==> config.mk <==
export PLATFORM = sky130hd
export DESIGN_NAME = jtag_master
export DESIGN_NICKNAME = d
export VERILOG_FILES = /design/src/rtl/jtag_master.sv
export SDC_FILE = /design/constraint.sdc
export NUM_CORES = 1
export LEC_CHECK = 0
export ABC_CLOCK_PERIOD_IN_PS = 3400
export CORE_UTILIZATION = 42
export CTS_CLUSTER_DIAMETER = 50
export DETAILED_ROUTE_END_ITERATION = 12
export GPL_ROUTABILITY_DRIVEN = 0
export HOLD_SLACK_MARGIN = 0.08
export PLACE_DENSITY = 0.63
export SLEW_MARGIN = 20
export SYNTH_ARGS = -nofsm -noshare
export SYNTH_HDL_FRONTEND = slang
export SYNTH_SLANG_ARGS = --single-unit
==> constraint.sdc <==
create_clock -name clk -period 3.4 [get_ports clk]
set_input_delay 1.02 -clock clk [delete_from_list [all_inputs] [get_ports clk]]
set_output_delay 1.02 -clock clk [all_outputs]
set_load 0.01 [all_outputs]
==> src/rtl/jtag_master.sv <==
// jtag_master: JTAG TAP master. Runs one command at a time (DR scan, IR scan,
// TAP reset or Run-Test/Idle clocks) and returns the captured TDO bits.
// After reset it drives a TAP reset sequence before it accepts any command.
//
// Ports:
//   clk, rst              system clock, synchronous active-high reset
//   cmd_valid/cmd_ready   command handshake (ready only while parked in RTI)
//   cmd_op                00 DR scan, 01 IR scan, 10 TAP reset, 11 RTI clocks
//   cmd_len               bit/clock count minus 1
//   cmd_data              TDI data, LSB shifted first
//   rsp_valid, rsp_data   one-cycle completion pulse, captured TDO (LSB first)
//   tck, tms, tdi, trst_n JTAG pins to the target
//   tdo                   JTAG data from the target (asynchronous)
module jtag_master #(
    parameter int unsigned CLK_DIV = 8
) (
    input  logic        clk,
    input  logic        rst,
    input  logic        cmd_valid,
    output logic        cmd_ready,
    input  logic [1:0]  cmd_op,
    input  logic [4:0]  cmd_len,
    input  logic [31:0] cmd_data,
    output logic        rsp_valid,
    output logic [31:0] rsp_data,
    output logic        tck,
    output logic        tms,
    output logic        tdi,
    output logic        trst_n,
    input  logic        tdo
);

    typedef enum logic [2:0] {INIT, IDLE, PRE, SHIFT, POST, DONE} state_t;

    localparam logic [1:0] OP_RST = 2'b10;
    localparam logic [1:0] OP_RTI = 2'b11;
    localparam logic [7:0] DIV_LAST = 8'(CLK_DIV - 1);

    state_t      state_q, state_d;
    logic [7:0]  div_q, div_d;
    logic        tck_q, tck_d;
    logic        tms_q, tms_d;
    logic        tdi_q, tdi_d;
    logic [5:0]  cnt_q, cnt_d;
    logic [1:0]  op_q, op_d;
    logic [4:0]  len_q, len_d;
    logic [31:0] data_q, data_d;
    logic [31:0] cap_q, cap_d;
    logic [31:0] rsp_data_q, rsp_data_d;
    logic        trst_n_q;
    logic        tdo_s1_q, tdo_s2_q;

    // TMS navigation patterns, LSB = first pulse.
    logic [7:0]  pre_pat;
    logic [5:0]  pre_last;
    logic        scan;
    logic [5:0]  cnt_inc;
    logic [5:0]  len6;

    always_comb begin
        if (state_q == INIT || op_q == OP_RST) begin
            pre_pat  = 8'b0001_1111;
            pre_last = 6'd5;
        end else if (op_q[0]) begin
            pre_pat  = 8'b0000_0011;
            pre_last = 6'd3;
        end else begin
            pre_pat  = 8'b0000_0001;
            pre_last = 6'd2;
        end
    end

    assign scan    = ~op_q[1];
    assign cnt_inc = cnt_q + 6'd1;
    assign len6    = {1'b0, len_q};

    always_ff @(posedge clk) begin
        if (rst) begin
            state_q    <= INIT;
            div_q      <= '0;
            tck_q      <= 1'b0;
            tms_q      <= 1'b1;
            tdi_q      <= 1'b0;
            cnt_q      <= '0;
            op_q       <= OP_RST;
            len_q      <= '0;
            data_q     <= '0;
            cap_q      <= '0;
            rsp_data_q <= '0;
            trst_n_q   <= 1'b0;
            tdo_s1_q   <= 1'b0;
            tdo_s2_q   <= 1'b0;
        end else begin
            state_q    <= state_d;
            div_q      <= div_d;
            tck_q      <= tck_d;
            tms_q      <= tms_d;
            tdi_q      <= tdi_d;
            cnt_q      <= cnt_d;
            op_q       <= op_d;
            len_q      <= len_d;
            data_q     <= data_d;
            cap_q      <= cap_d;
            rsp_data_q <= rsp_data_d;
            trst_n_q   <= 1'b1;
            tdo_s1_q   <= tdo;
            tdo_s2_q   <= tdo_s1_q;
        end
    end

    // tms/tdi for the next pulse are loaded together with the falling tck
    // so they change only at the start of a low phase.
    always_comb begin
        state_d    = state_q;
        div_d      = div_q;
        tck_d      = tck_q;
        tms_d      = tms_q;
        tdi_d      = tdi_q;
        cnt_d      = cnt_q;
        op_d       = op_q;
        len_d      = len_q;
        data_d     = data_q;
        cap_d      = cap_q;
        rsp_data_d = rsp_data_q;

        case (state_q)
            IDLE, DONE: begin
                if (state_q == DONE) begin
                    state_d = IDLE;
                end
                if (cmd_valid) begin
                    op_d   = cmd_op;
                    len_d  = cmd_len;
                    data_d = cmd_data;
                    cap_d  = '0;
                    cnt_d  = '0;
                    div_d  = '0;
                    tck_d  = 1'b0;
                    tdi_d  = 1'b0;
                    if (cmd_op == OP_RTI) begin
                        state_d = SHIFT;
                        tms_d   = 1'b0;
                    end else begin
                        state_d = PRE;
                        tms_d   = 1'b1;
                    end
                end
            end
            default: begin
                if (div_q != DIV_LAST) begin
                    div_d = div_q + 8'd1;
                end else begin
                    div_d = '0;
                    if (!tck_q) begin
                        tck_d = 1'b1;
                        if (state_q == SHIFT && scan) begin
                            cap_d[cnt_q[4:0]] = tdo_s2_q;
                        end
                    end else begin
                        tck_d = 1'b0;
                        case (state_q)
                            INIT, PRE: begin
                                if (cnt_q == pre_last) begin
                                    if (state_q == INIT) begin
                                        state_d = IDLE;
                                        tms_d   = 1'b0;
                                    end else if (op_q == OP_RST) begin
                                        state_d = DONE;
                                        tms_d   = 1'b0;
                                    end else begin
                                        state_d = SHIFT;
                                        cnt_d   = '0;
                                        tms_d   = (len_q == 5'd0);
                                        tdi_d   = data_q[0];
                                    end
                                end else begin
                                    cnt_d = cnt_inc;
                                    tms_d = pre_pat[cnt_inc[2:0]];
                                end
                            end
                            SHIFT: begin
                                if (cnt_q == len6) begin
                                    tdi_d = 1'b0;
                                    cnt_d = '0;
                                    if (scan) begin
                                        state_d = POST;
                                        tms_d   = 1'b1;
                                    end else begin
                                        state_d = DONE;
                                        tms_d   = 1'b0;
                                    end
                                end else begin
                                    cnt_d = cnt_inc;
                                    tms_d = scan & (cnt_inc == len6);
                                    tdi_d = scan & data_q[cnt_inc[4:0]];
                                end
                            end
                            default: begin
                                tms_d = 1'b0;
                                if (cnt_q == 6'd1) begin
                                    state_d = DONE;
                                end else begin
                                    cnt_d = 6'd1;
                                end
                            end
                        endcase
                    end
                end
            end
        endcase

        if (state_d == DONE) begin
            rsp_data_d = cap_q;
        end
    end

    always_comb begin
        cmd_ready = (state_q == IDLE) || (state_q == DONE);
        rsp_valid = (state_q == DONE);
        rsp_data  = rsp_data_q;
        tck       = tck_q;
        tms       = tms_q;
        tdi       = tdi_q;
        trst_n    = trst_n_q;
    end

endmodule

==> results of run 1 <==
==> worst register-to-register path: cells and delay by family (launching register included) <==
family | cells | cell delay [ns]
DFF | 1 | 0.33
and+or+nand+nor | 7 | 1.92
adders and majority gates | 1 | 0.27
AOI/OAI and AO/OA | 2 | 0.53
==> power by group through the flow <==
| stage | registers (mW) | clock network [mW] | logic (mW) |
|---|---|---|---|
| floorplan | 1.52 | 0 | 0.0300 |
| global placement | 1.52 | 0 | 0.0878 |
| detailed placement | 1.52 | 0 | 0.0887 |
| CTS | 1.48 | 2.03 | 0.0890 |
| global route | 1.48 | 2.10 | 0.0964 |
| finish | 1.49 | 2.00 | 0.0887 |
==> placed cells by master, fill, tap and decap left out, types with 3 or more instances in the layout <==
cell type        netlist  final
a311oi_1               4      4
and2_1                 6      6
clkbuf_16              0     17
nor2b_1                6      6
clkdlybuf4s50_1        0     79
or4_1                  4      4
a22oi_1                6      6
a21oi_1              144    144
a31oi_1                4      4
or3_1                  3      3
clkinv_2               0      4
nand2_1              122    122
xor2_1                 7      7
nor2_1                32     32
dfxtp_1              126    126
nor3_1                 4      4
nand2b_1               3      3
and3b_1                3      3
inv_1                  5      5
mux4_2                 9      9
bufinv_16              0      5
buf_4                  0     17
o21ai_1               33     33
o21ai_0               42     42
and3_1                 8      8
nor3b_1                5      5
nand3_1               47     47
clkbuf_8               0      3
xnor2_1                5      5
ha_1                   6      6
or2_2                  4      4
==> sequential cells by signal (all words and copies together), names as in the netlist <==
name,count
tdo_s1_q,1
data_q,32
rsp_data,32
len_q,5
state_q,3
cap_q,32
tms,1
op_q,2
cnt_q,6
tck,1
tdo_s2_q,1
trst_n,1
tdi,1
div_q,8
==> synth_stat cells (all sizes together), types with 3 or more instances <==
library cell  instances
a21oi               144
dfxtp               126
nand2               122
o21ai                76
nand3                47
clkbuf               42
nor2                 32
buf                  23
mux4                  9
and3                  8
xor2                  7
a22oi                 6
and2                  6
ha                    6
nor2b                 6
or4                   6
inv                   5
nor3b                 5
xnor2                 5
a311oi                4
a31oi                 4
nor3                  4
nor4                  4
or2                   4
a2111oi               3
and3b                 3
nand2b                3
or3                   3
==> stage by stage <==
step	hold WS [ns]	util, %	worst slack [ns]	instances	power [mW]
detailed placement	0.445	50.3	0.0825	946	1.61
finish	0.450	55.3	0.276	979	3.57
global route	0.470	55.3	0.0928	979	3.68
floorplan	0.414	-	0.596	738	1.55
CTS	0.454	55.2	0.158	978	3.61
global placement	0.433	50.3	0.200	946	1.60
==> cells by family after synthesis <==
kind of cell | after synthesis | share of synthesized area (%)
simple gates | 261 | 21.5
fa+ha+maj | 6 | 1.27
compound gates | 252 | 23.8
mux | 11 | 3.77
buf+inv | 70 | 5.25
xor+xnor | 12 | 1.78
flops | 126 | 42.7
==> final timing paths <==
check             slack (ns)      endpoint       start
hold / removal          0.45      tdo_s2_q    tdo_s1_q
setup / recovery        0.28  rsp_data[28]  state_q[0]
setup reg to reg        0.28  rsp_data[28]  state_q[0]
hold reg to reg         0.45      tdo_s2_q    tdo_s1_q
==> per-layer routing <==
| metal | part of all wire (%) | vias to the layer above | wire, um |
|---|---|---|---|
| li1 | - | 2720 | - |
| met1 | 46 | 2628 | 7070 |
| met2 | 49 | 139 | 7540 |
| met3 | 4.3 | 19 | 665 |
| met4 | 1.6 | 0 | 253 |
| met5 | 0 | - | 0 |
==> what timing repair did <==
item | in CTS | in global routing
setup endpoints to repair | 0 | 6
resized for setup | 0 | 1
buffers inserted | 0 | 0
endpoints found under the hold margin | 0 | 0
==> layout make-up <==
type	instances	area, sq um
timing repair buffer	98	953
clock inverter	11	186
fill	1213	6030
sequential	126	2520
tap	176	220
clock buffer	21	470
inverter	5	18.8
multi-input combinational	542	3100
==> results.md, run 1 <==
- The run finished with clean final reports.
- The maximum level of the CTS H-tree is 4.
- The initial antenna violation count is 0.
- In this run the worst hold path is classified as reg2reg.
- The total of endpoints with negative setup slack in the final report is 0.
- The critical path crosses 10 cells after its start point.
- The total power density per cell area is 478 mW/mm^2.
- The count of nets after finishing is 839.
- At the pin with the least slew margin, the transition time is between 0.9 and 1 ns.
- The final-report max-slew violation count is 0.
- The worst slew margin relative to its limit is a little under two fifths.
- The worst endpoint data arrival time is about 3.5 ns.
- The met2 routing resource usage after global routing is between 30% and 40%.
- The number of hold buffers added after cts is 0.
- The HPWL after detailed placement is 10.3 mm.
- Across the run, the number of max-cap violations was 0.
- Setup repair after global routing left no endpoint under its margin.
- The clock tree root driver cell is clkbuf_16.
- In the routed design, unresolved DRC markers number 0.
- The top cell family by delay on the critical path is simple AND/OR/NAND/NOR gates.
- Per report_power, the combinational group accounts for about 2.5% of the total.
- The height of the chip is 121 um.
- Cells with a size suffix above 1 make up about a tenth of the layout.
- Along the worst hold path, the cell count comes to 1.
- The combined buffer and inverter count along the critical path is 0.
- The depth of the worst register-to-register path is 10.
- TritonCTS built the clock tree.
- The met3 capacity usage during global routing is 5.80%.
- For this block, the initial DRC count from the detailed router was 476.
- The wire length of the first global-routing pass is 25.8 mm.
- STA classifies the critical path startpoint as a register.
- Summed over all cells, the static leakage comes to roughly 2.5 nW.
- The count of distinct cell types in the synthesized netlist is 59.
- The final design area excluding fillers is roughly 0.0075 sq mm.
- The total congestion overflow is 0.
- The via count of the first global-routing pass is about 5.2k.
- For this design the top-level I/O count stands at 81.
- Cell internal power was estimated by the tool at slightly below 3 mW.
- The worst setup path category is reg2reg.
- The global routing stage identified its most utilized layer as met2.
- The number of port buffers is 80.
- The top flip-flop cell by instance count after synthesis is dfxtp_1.
- The net switching fraction of the power is 19.2%.
- Compared with the post-synthesis result, the final layout area differs by 26.4%.
- The share of async-settable or async-resettable flops after synthesis is 0%.
- The combined area of all synthesized cells is between 0.005 and 0.006 sq mm.
- The repair_antennas step left the layout with diodes totalling 0.
- Counting every net in the synthesized netlist gives 787.
- The clock passes through at most 2 buffers.
- The total core area is 0.0135 sq mm.
- The die width is 121 um.
- The first TritonRoute pass finished after 5 iterations.
- The clock tree skew after final layout is about 0.0066 ns.
- The number of warnings issued by yosys is 0.
- Counting flops and latches in the post-synthesis netlist gives ~130.
- The largest stage delay on the critical path is 0.45 ns.
- The share of total power dissipated in the clock network is a little under three fifths.
- The mean instance size in the synthesized netlist is about 8 sq um.
- The sequential element share of the synthesized area is 42.7%.
- The nature of the critical path endpoint is a register.
- For this run, the top clock speed supported by timing is 0.320 GHz.
- The initial standard-cell utilization of the core is between 40% and 50%.
- The met1 layer usage reported by global route is 28.9%.
- Traced cell by cell, the critical path runs through or3_1, nand2_1, nor2_1, ha_1, or4_4, nor4_2, and2_1, o31a_4, nand3_1, a21oi_1.
- The switching power is ~0.7 mW.
- The number of vias per cell is between 5 and 6.
- The routed design has 15.5 mm of wire.
- In the final routed layout, each cell accounts on average for between 15 and 20 um.
- The full die area is around 0.015 sq mm.
- The synthesized instance count is 738.
- The overall global routing resource usage is approximately 22%.
- Once detail routing completed, the nets flagged for antenna violations numbered 0.
- The critical path's slowest cell is or4_4.
- The worst-case IR drop observed on VDD is ~0.33 mV.
- The portion of synthesized cell area occupied by the leading cell type is a little over two fifths.
- The accumulated negative setup slack is 0 ns.
- The cell area after placement is just under 0.007 sq mm.
- The required time of the worst setup path is between 3 and 4 ns.
- The count of flip-flops with a built-in enable after synthesis is 0.
- The sequential share of power is between 40% and 50%.
- The biggest area contributor in the post-synthesis netlist is dfxtp_1.
- The final route contains between 5k and 6k vias.
- The clock drives around 130 sinks.
- The register clock-pin slew on the reported worst setup and hold paths is roughly 0.060 ns.
- The final critical path takes up around 90% of the cycle.
- At the later pin of the worst-skew pair, clock insertion delay measures around 0.42 ns.
- Entering global routing, the biggest net connects 48 pins.
- The final number of hold-violating endpoints came to 0.
- Buffers inserted during clock tree synthesis total 17.
- Row generation in the floorplan step produced between 40 and 50 rows.
- In the post-synthesis netlist, the biggest area contributors are dfxtp_1, a21oi_1, nand2_1.
- In this run the worst path has a maximum fanout of 32.
- The worst path needs 3.12 ns of the cycle, external delays included.
Power figures use the tool's default switching activity.
==> inputs of run 2 (changes only) <==
--- a/config.mk
+++ b/config.mk
@@ -5,6 +5,7 @@
 export SDC_FILE = /design/constraint.sdc
 export NUM_CORES = 1
 export LEC_CHECK = 0
+export ABC_AREA = 1
 export ABC_CLOCK_PERIOD_IN_PS = 3400
 export CORE_UTILIZATION = 42
 export CTS_CLUSTER_DIAMETER = 50
==> results.md, run 2 <==
- Status: finished clean (unchanged).
- The number of detailed-route iterations in the first pass is 5 (unchanged).
- The mean instance size in the synthesized netlist came to 6.60 sq um (was 8.01 sq um).
- The clock tree skew after final layout is 0.00683 ns (was 0.00664 ns).
- The share of cells above drive strength 1 was 6.52% (was 10.1%).
- The combined area of all synthesized cells is 0.00596 sq mm (was 0.00591 sq mm).
- The maximum number of pins on one net before global-route repair was 65 (was 48).
- The leakage power is 3.04 nW (was 2.52 nW).
- The type of the tightest min-delay check is reg2reg (unchanged).
- The total core area is 0.0139 sq mm (was 0.0135 sq mm).
- The count of distinct cell types in the synthesized netlist is 32 (was 59).
- The routed length per placed instance is 12.0 um (was 15.9 um).
- The maximum clock frequency came to 0.352 GHz (was 0.320 GHz).
- The number of cells after detailed placement is 1,130 (was 946).
- The synthesis-to-layout area growth is 25.3% (was 26.4%).
- The number of warnings issued by yosys is 0 (unchanged).
- The final number of hold-violating endpoints is 0 (unchanged).
- The number of placed I/O pins is 81 (unchanged).
- The total chip power is 3.38 mW (was 3.57 mW).
- The largest stage delay on the critical path is 0.55 ns (was 0.45 ns).
- The number of buffers on the longest clock path is 2 (unchanged).
- The total DRC errors in the routed layout is 0 (unchanged).
- The number of CTS-inserted buffers came to 17 (unchanged).
- The largest fanout of any net on the critical path is 11 (was 32).
- The required time of the worst setup path came to 2.38 ns (was 3.74 ns).
- The combined buffer and inverter count along the critical path is 2 (was 0).
- The number of port buffers is 80 (unchanged).
- The overall global routing resource usage was 20.4% (was 22.5%).
- The post-cts gate resize count is 0 (unchanged).
- Leading cell types in the layout, fill and taps excluded: nand2_1, nor2_1, dfxtp_1, a21oi_1, inv_1 (was a21oi_1, dfxtp_1, nand2_1, clkdlybuf4s50_1, nand3_1).
- The die width came to 121 um (about the same).
- The met3 capacity usage during global routing is 4.93% (was 5.80%).
- The wire length of the first global-routing pass is 23.5 mm (was 25.8 mm).
- The category of the worst setup path launch point was a register (unchanged).
- The actual transition at the worst max-transition pin is 0.698 ns (was 0.922 ns).
- The maximum resistive drop on vdd came to 0.319 mV (was 0.333 mV).
- The final critical delay including setup and external delays was 2.84 ns (was 3.12 ns).
- The final antenna-violating net count is 0 (unchanged).
- The post-route non-filler standard cell count is 1,162 (was 979).
- The worst setup path category is reg2out (was reg2reg).
- The full die area came to 0.0147 sq mm (was 0.0146 sq mm).
- The number of vias per cell came to 4.82 (was 5.62).
- The commonest non-fill, non-tap cell in the layout is nand2_1 (was a21oi_1).
- Unrepaired setup endpoints after global routing: false (unchanged).
- The final design area excluding fillers came to 0.00747 sq mm (about the same).
- The worst endpoint data arrival time is 1.82 ns (was 3.47 ns).
- The most common cell in the synthesized netlist is nand2_1 (was a21oi_1).
- The portion of synthesized cell area occupied by the leading cell type is 42.3% (was 42.7%).
- The critical path's slowest cell is clkdlybuf4s50_1 (was or4_4).
- The total of endpoints with negative setup slack in the final report is 0 (unchanged).
- The share of the clock period used by the worst path is 83.6% (was 91.9%).
- The cell area after placement is 0.00687 sq mm (was 0.00679 sq mm).
- The accumulated negative setup slack was 0 ns (unchanged).
- The number of clock sinks seen by CTS is 126 (unchanged).
- The number of hold buffers added after cts is 0 (unchanged).
- Area contributors post-synth: dfxtp_1, nand2_1, nor2_1 (was dfxtp_1, a21oi_1, nand2_1).
- The most area-hungry cell type in the Yosys netlist was dfxtp_1 (unchanged).
- Most frequent cells after synthesis: nand2_1, nor2_1, dfxtp_1 (was a21oi_1, dfxtp_1, nand2_1).
- The total congestion overflow is 0 (unchanged).
- The sequential element share of the synthesized area is 42.3% (was 42.7%).
- The initial standard-cell utilization of the core is 42.9% (was 43.8%).
- The initial antenna violation count is 0 (unchanged).
- The via count of the first global-routing pass is 4,928 (was 5,228).
- The DRC marker count from the first detailed-route iteration is 296 (was 476).
- Ordered cell list for the critical path: nand2_1, buf_4, nor2_1, clkdlybuf4s50_1 (was or3_1, nand2_1, nor2_1, ha_1, or4_4, nor4_2, and2_1, o31a_4, nand3_1, a21oi_1).
- The total of flip-flops plus latches after synthesis is 126 (unchanged).
- The top flip-flop cell by instance count after synthesis is dfxtp_1 (unchanged).
- The worst slew margin relative to its limit was 53.5% (was 38.0%).
- The register clock-pin slew on the reported worst setup and hold paths is 0.06 ns (about the same).
- The count of flip-flops with a built-in enable after synthesis is 0 (unchanged).
- The height of the chip is 121 um (about the same).
- The aggregate routed wire length was 13.9 mm (was 15.5 mm).
- The total number of vias is 5,605 (was 5,506).
- The highest-utilization routing layer at the global route stage is met2 (unchanged).
- The number of diodes was 0 (unchanged).
- The post-detailed-placement half-perimeter wirelength was 9.39 mm (was 10.3 mm).
- The clock latency reported for the late side of the worst-skew pair is 0.43 ns (was 0.42 ns).
- The met1 layer usage reported by global route is 28.0% (was 28.9%).
- The CTS tree is done (unchanged).
- The share of async-settable or async-resettable flops after synthesis is 0% (unchanged).
- The final-report max-slew violation count is 0 (unchanged).
- The top cell family by delay on the critical path is buffers and inverters (was simple AND/OR/NAND/NOR gates).
- The number of rows in the core area is 43 (was 42).
- The total nets after synthesis is 951 (was 787).
- The count of nets after finishing is 1,018 (was 839).
- The max-capacitance violation count is 0 (unchanged).
- The synthesized instance count is 902 (was 738).
- The maximum level of the CTS H-tree was 4 (unchanged).
- The nature of the critical path endpoint is a primary output (was register).
- The met2 routing resource usage after global routing is 31.0% (was 35.9%).
- The post-CTS setup buffer count was 0 (unchanged).
- The total power density per cell area is 453 mW/mm^2 (was 478 mW/mm^2).
- The clock tree root driver cell is clkbuf_16 (unchanged).
[run 2: changes by cell type in the layout (fill, tap and decap cells not counted), sizes merged, moves of 7 or more]
cell	before	now
a21oi	144	96
and3	8	1
inv	5	95
mux4	9	0
nand2	122	250
nand3	47	31
nor2	32	150
o211ai	0	9
o21ai	76	66
[run 2: kinds of logic (layout without fill, tap and decap cells)]
group / count (synthesis) / after routing / synth area share [%]
compound gates: 180 / 180 / 16.1
flops: 126 / 126 / 42.3
fa+ha+maj: 6 / 6 / 1.26
buf+inv: 141 / 221 / 9.47
xor+xnor: 5 / 5 / 0.735
simple gates: 444 / 444 / 30.1
[run 2: final cells by class]
type	instances	area, sq um
clock inverters	10	111
fillers	1405	6410
clock buffers	22	484
repair buffers	92	886
well taps	180	225
inverters	97	364
multi-input cells	635	2870
flip-flops and latches	126	2520
[run 2: worst reg2reg max path: stages, from the launching register on]
cell and delay (ns):
dfxtp_1 0.36, nor2_4 0.18, nand2_1 0.09, nand2_1 0.10, nor2_1 0.05, ha_1 0.32, nor3_4 0.25, nand2_2 0.12
nand2_2 0.09, nand2_1 0.05, nand2_1 0.07, nand2_2 0.07, nor2_4 0.15, nand2_4 0.33, nand2_1 0.22, nand2_1 0.07
nor2_1 0.12
[run 2: power breakdown]
group | switching, mW | total (mW) | internal, mW
sequential | 0.00315 | 1.49 | 1.48
combinational | 0.0409 | 0.0919 | 0.0510
clock | 0.657 | 1.81 | 1.15
[run 2: metrics by stage]
stage | util (%) | setup WS [ns] | hold slack (ns)
final | 53.8 | 0.557 | 0.402
after global routing | 53.8 | 0.362 | 0.421
after CTS | 53.8 | 0.532 | 0.403
after detailed placement | 49.5 | 0.294 | 0.395
after global placement | 49.5 | 0.355 | 0.394
after floorplan | - | 1.22 | 0.388
[run 2: routing by layer]
layer  share of wire [%]  vias up  wire, um
met5                   0        -         0
met2                  44      129      6130
met1                  50     2468      7020
met3                 4.1       16       564
met4                 1.4        0       197
li1                    -     2992         -
[run 2: worst paths after layout]
check             cells past startpoint        from            to  slack, ns
setup / recovery                      4  state_q[0]     rsp_valid       0.56
hold / removal                        2    tdo_s1_q      tdo_s2_q       0.40
setup reg to reg                     16  state_q[0]  rsp_data[31]       0.69
hold reg to reg                       2    tdo_s1_q      tdo_s2_q       0.40
==> inputs of run 3 (changes only) <==
--- a/config.mk
+++ b/config.mk
@@ -6,7 +6,7 @@
 export NUM_CORES = 1
 export LEC_CHECK = 0
 export ABC_AREA = 1
-export ABC_CLOCK_PERIOD_IN_PS = 3400
+export ABC_CLOCK_PERIOD_IN_PS = 2800
 export CORE_UTILIZATION = 42
 export CTS_CLUSTER_DIAMETER = 50
 export DETAILED_ROUTE_END_ITERATION = 12
==> constraint.sdc (replaced) <==
create_clock -name clk -period 2.8 [get_ports clk]
set_input_delay 0.84 -clock clk [delete_from_list [all_inputs] [get_ports clk]]
set_output_delay 0.84 -clock clk [all_outputs]
set_load 0.01 [all_outputs]
==> results.md, run 3 (synthesized netlist as in run 2, its figures left out) <==
- Status: finished clean (unchanged).
- The category of the worst setup path launch point is a register (unchanged).
- The maximum number of pins on one net before global-route repair came to 65 (unchanged).
- The maximum level of the CTS H-tree came to 4 (unchanged).
- The maximum resistive drop on vdd is 0.413 mV (was 0.319 mV).
- The initial standard-cell utilization of the core is 42.9% (unchanged).
- The count of nets after finishing is 1,027 (was 1,018).
- The maximum clock frequency is 0.380 GHz.
- The startpoint of the lowest-slack register-to-register path is state_q[0] (unchanged).
- The end of the worst hold path is tdo_s2_q (unchanged).
- The total congestion overflow is 0 (unchanged).
- The total core area is 0.0139 sq mm (unchanged).
- The number of buffers on the longest clock path was 2 (unchanged).
- The post-CTS setup buffer count is 0 (unchanged).
- The accumulated negative setup slack is 0 ns (unchanged).
- The commonest non-fill, non-tap cell in the layout is nand2_1 (unchanged).
- The overall global routing resource usage is 21.6% (was 20.4%).
- The worst slew margin relative to its limit is 53.2% (was 53.5%).
- The largest fanout of any net on the critical path is 11 (unchanged).
- The post-placement setup slack was 0.165 ns (was 0.294 ns).
- The final critical delay including setup and external delays is between 2 and 3 ns.
- The aggregate routed wire length is 14.4 mm (was 13.9 mm).
- The tightest hold margin came to 0.400 ns (was 0.402 ns).
- The met1 layer usage reported by global route is 28.3% (was 28.0%).
- Ordered cell list for the critical path: nand2_1, buf_4, nor2_1, clkdlybuf4s50_1 (unchanged).
- The slack of the worst reg-to-reg path is 0.23 ns (was 0.69 ns).
- The highest-utilization routing layer at the global route stage is met2 (unchanged).
- The max-capacitance violation count is 0 (unchanged).
- The clock tree root driver cell is clkbuf_16 (unchanged).
- The DRC marker count from the first detailed-route iteration is 336 (was 296).
- The post-detailed-placement half-perimeter wirelength is 9.89 mm (was 9.39 mm).
- The initial antenna violation count is 0 (unchanged).
- The end-of-flow core utilization came to 54.4% (was 53.8%).
- The clock latency reported for the late side of the worst-skew pair was 0.43 ns (about the same).
- Unrepaired setup endpoints after global routing: false (unchanged).
- The number of hold buffers added after cts is 0 (unchanged).
- The total number of vias was 5,636 (was 5,605).
- The total DRC errors in the routed layout is 0 (unchanged).
- The CTS tree was done (unchanged).
- The nature of the critical path endpoint was a primary output (unchanged).
- The final antenna-violating net count is 0 (unchanged).
- The cell area after placement is 0.00695 sq mm (was 0.00687 sq mm).
- The register clock-pin slew on the reported worst setup and hold paths came to 0.05 ns (was 0.06 ns).
- The required time of the worst setup path is 1.96 ns (was 2.38 ns).
- The area taken by flip-flops and latches is 0.00252 sq mm (unchanged).
- The height of the chip is 121 um (unchanged).
- The area used by multi-input combinational logic is 0.00287 sq mm (unchanged).
- The number of CTS-inserted buffers was 17 (unchanged).
- The total of endpoints with negative setup slack in the final report is 0 (unchanged).
- The synthesis-to-layout area growth came to 26.7% (was 25.3%).
- The full die area is 0.0147 sq mm (unchanged).
- The number of placed I/O pins was 81 (unchanged).
- The final critical path takes up a little over nine tenths of the cycle.
- The met3 capacity usage during global routing was 5.03% (was 4.93%).
- The post-cts gate resize count was 0 (unchanged).
- The number of vias per cell came to 4.82 (about the same).
- The beginning of the worst hold path is tdo_s1_q (unchanged).
- The capture instance of the worst register-to-register path is rsp_data[22] (was rsp_data[31]).
- The wire length of the first global-routing pass is 24.7 mm (was 23.5 mm).
- The final-report max-slew violation count is 0 (unchanged).
- The total power density per cell area came to 551 mW/mm^2 (was 453 mW/mm^2).
- The actual transition at the worst max-transition pin was 0.702 ns (was 0.698 ns).
- The largest stage delay on the critical path is 0.55 ns (about the same).
- The routed length per placed instance came to 12.3 um (was 12.0 um).
- The share of cells above drive strength 1 came to 6.98% (was 6.52%).
- The final number of hold-violating endpoints is 0 (unchanged).
- The via count of the first global-routing pass is 5,276 (was 4,928).
- The number of rows in the core area came to 43 (unchanged).
- The leakage power is 3.10 nW (was 3.04 nW).
- The worst-case setup margin in the final layout came to 0.166 ns (was 0.557 ns).
- The die width is 121 um (unchanged).
- The depth of the worst register-to-register path is 17 (was 16).
- The clock tree skew after final layout is 0.0142 ns (was 0.00683 ns).
- The critical path's slowest cell is clkdlybuf4s50_1 (unchanged).
- The count of filler cells inserted in the layout is 1,396 (was 1,405).
- The number of port buffers came to 80 (unchanged).
- The total chip power is 4.16 mW (was 3.38 mW).
- Leading cell types in the layout, fill and taps excluded: nand2_1, nor2_1, dfxtp_1, a21oi_1, inv_1 (unchanged).
- The worst endpoint data arrival time is 1.79 ns (was 1.82 ns).
- The met2 routing resource usage after global routing came to 33.4% (was 31.0%).
- The type of the tightest min-delay check was reg2reg (unchanged).
- The hold-critical path depth is 2 (unchanged).
- The number of clock sinks seen by CTS is 126 (unchanged).
- The post-route non-filler standard cell count is 1,169 (was 1,162).
- The number of diodes was 0 (unchanged).
- The number of detailed-route iterations in the first pass is 4 (was 5).
- The number of cells after detailed placement is 1,139 (was 1,130).
- The worst setup path category is reg2out (unchanged).
- The final design area excluding fillers is 0.00755 sq mm (was 0.00747 sq mm).
run 3: cell count changes in the layout (fill, tap and decap cells not counted), sizes merged:
cell	before	now
buf	13	22
bufinv	2	3
clkbuf	22	24
clkinv	7	4
clkinvlp	3	1
run 3: critical path: cells and delay by family, from the launching register on:
kind                   cells  cell delay [ns]
DFF                        1             0.43
buffers and inverters      2             0.73
and+or+nand+nor            2             0.21
run 3: worst max-delay path by stage:
stage                    start           end  slack, ns  cells past startpoint
floorplan           state_q[0]   rsp_data[0]       0.62                     16
global route        state_q[0]  rsp_data[18]       0.02                     17
CTS                 state_q[0]     rsp_valid       0.15                      4
finish              state_q[0]     rsp_valid       0.17                      4
detailed placement   cmd_valid     cap_q[19]       0.17                      8
global placement     cmd_valid     cap_q[24]       0.20                      8
run 3: final cells by class:
type	count	share of cell area, %
repair buffers	101	12.8
inverters	97	4.82
well taps	180	2.98
flip-flops and latches	126	33.4
clock inverters	6	1.43
clock buffers	24	6.51
multi-input cells	635	38.1
run 3: power by group:
| group | switching (mW) | internal (mW) | leakage, nW |
|---|---|---|---|
| Combinational | 0.0504 | 0.0636 | 1.79 |
| Clock | 0.763 | 1.48 | 0.292 |
| Sequential | 0.00393 | 1.80 | 1.02 |
run 3: per-layer routing:
metal | vias to the layer above | part of all wire, %
li1 | 3011 | -
met1 | 2517 | 51
met2 | 92 | 45
met3 | 16 | 3.3
met4 | 0 | 1.2
met5 | - | 0
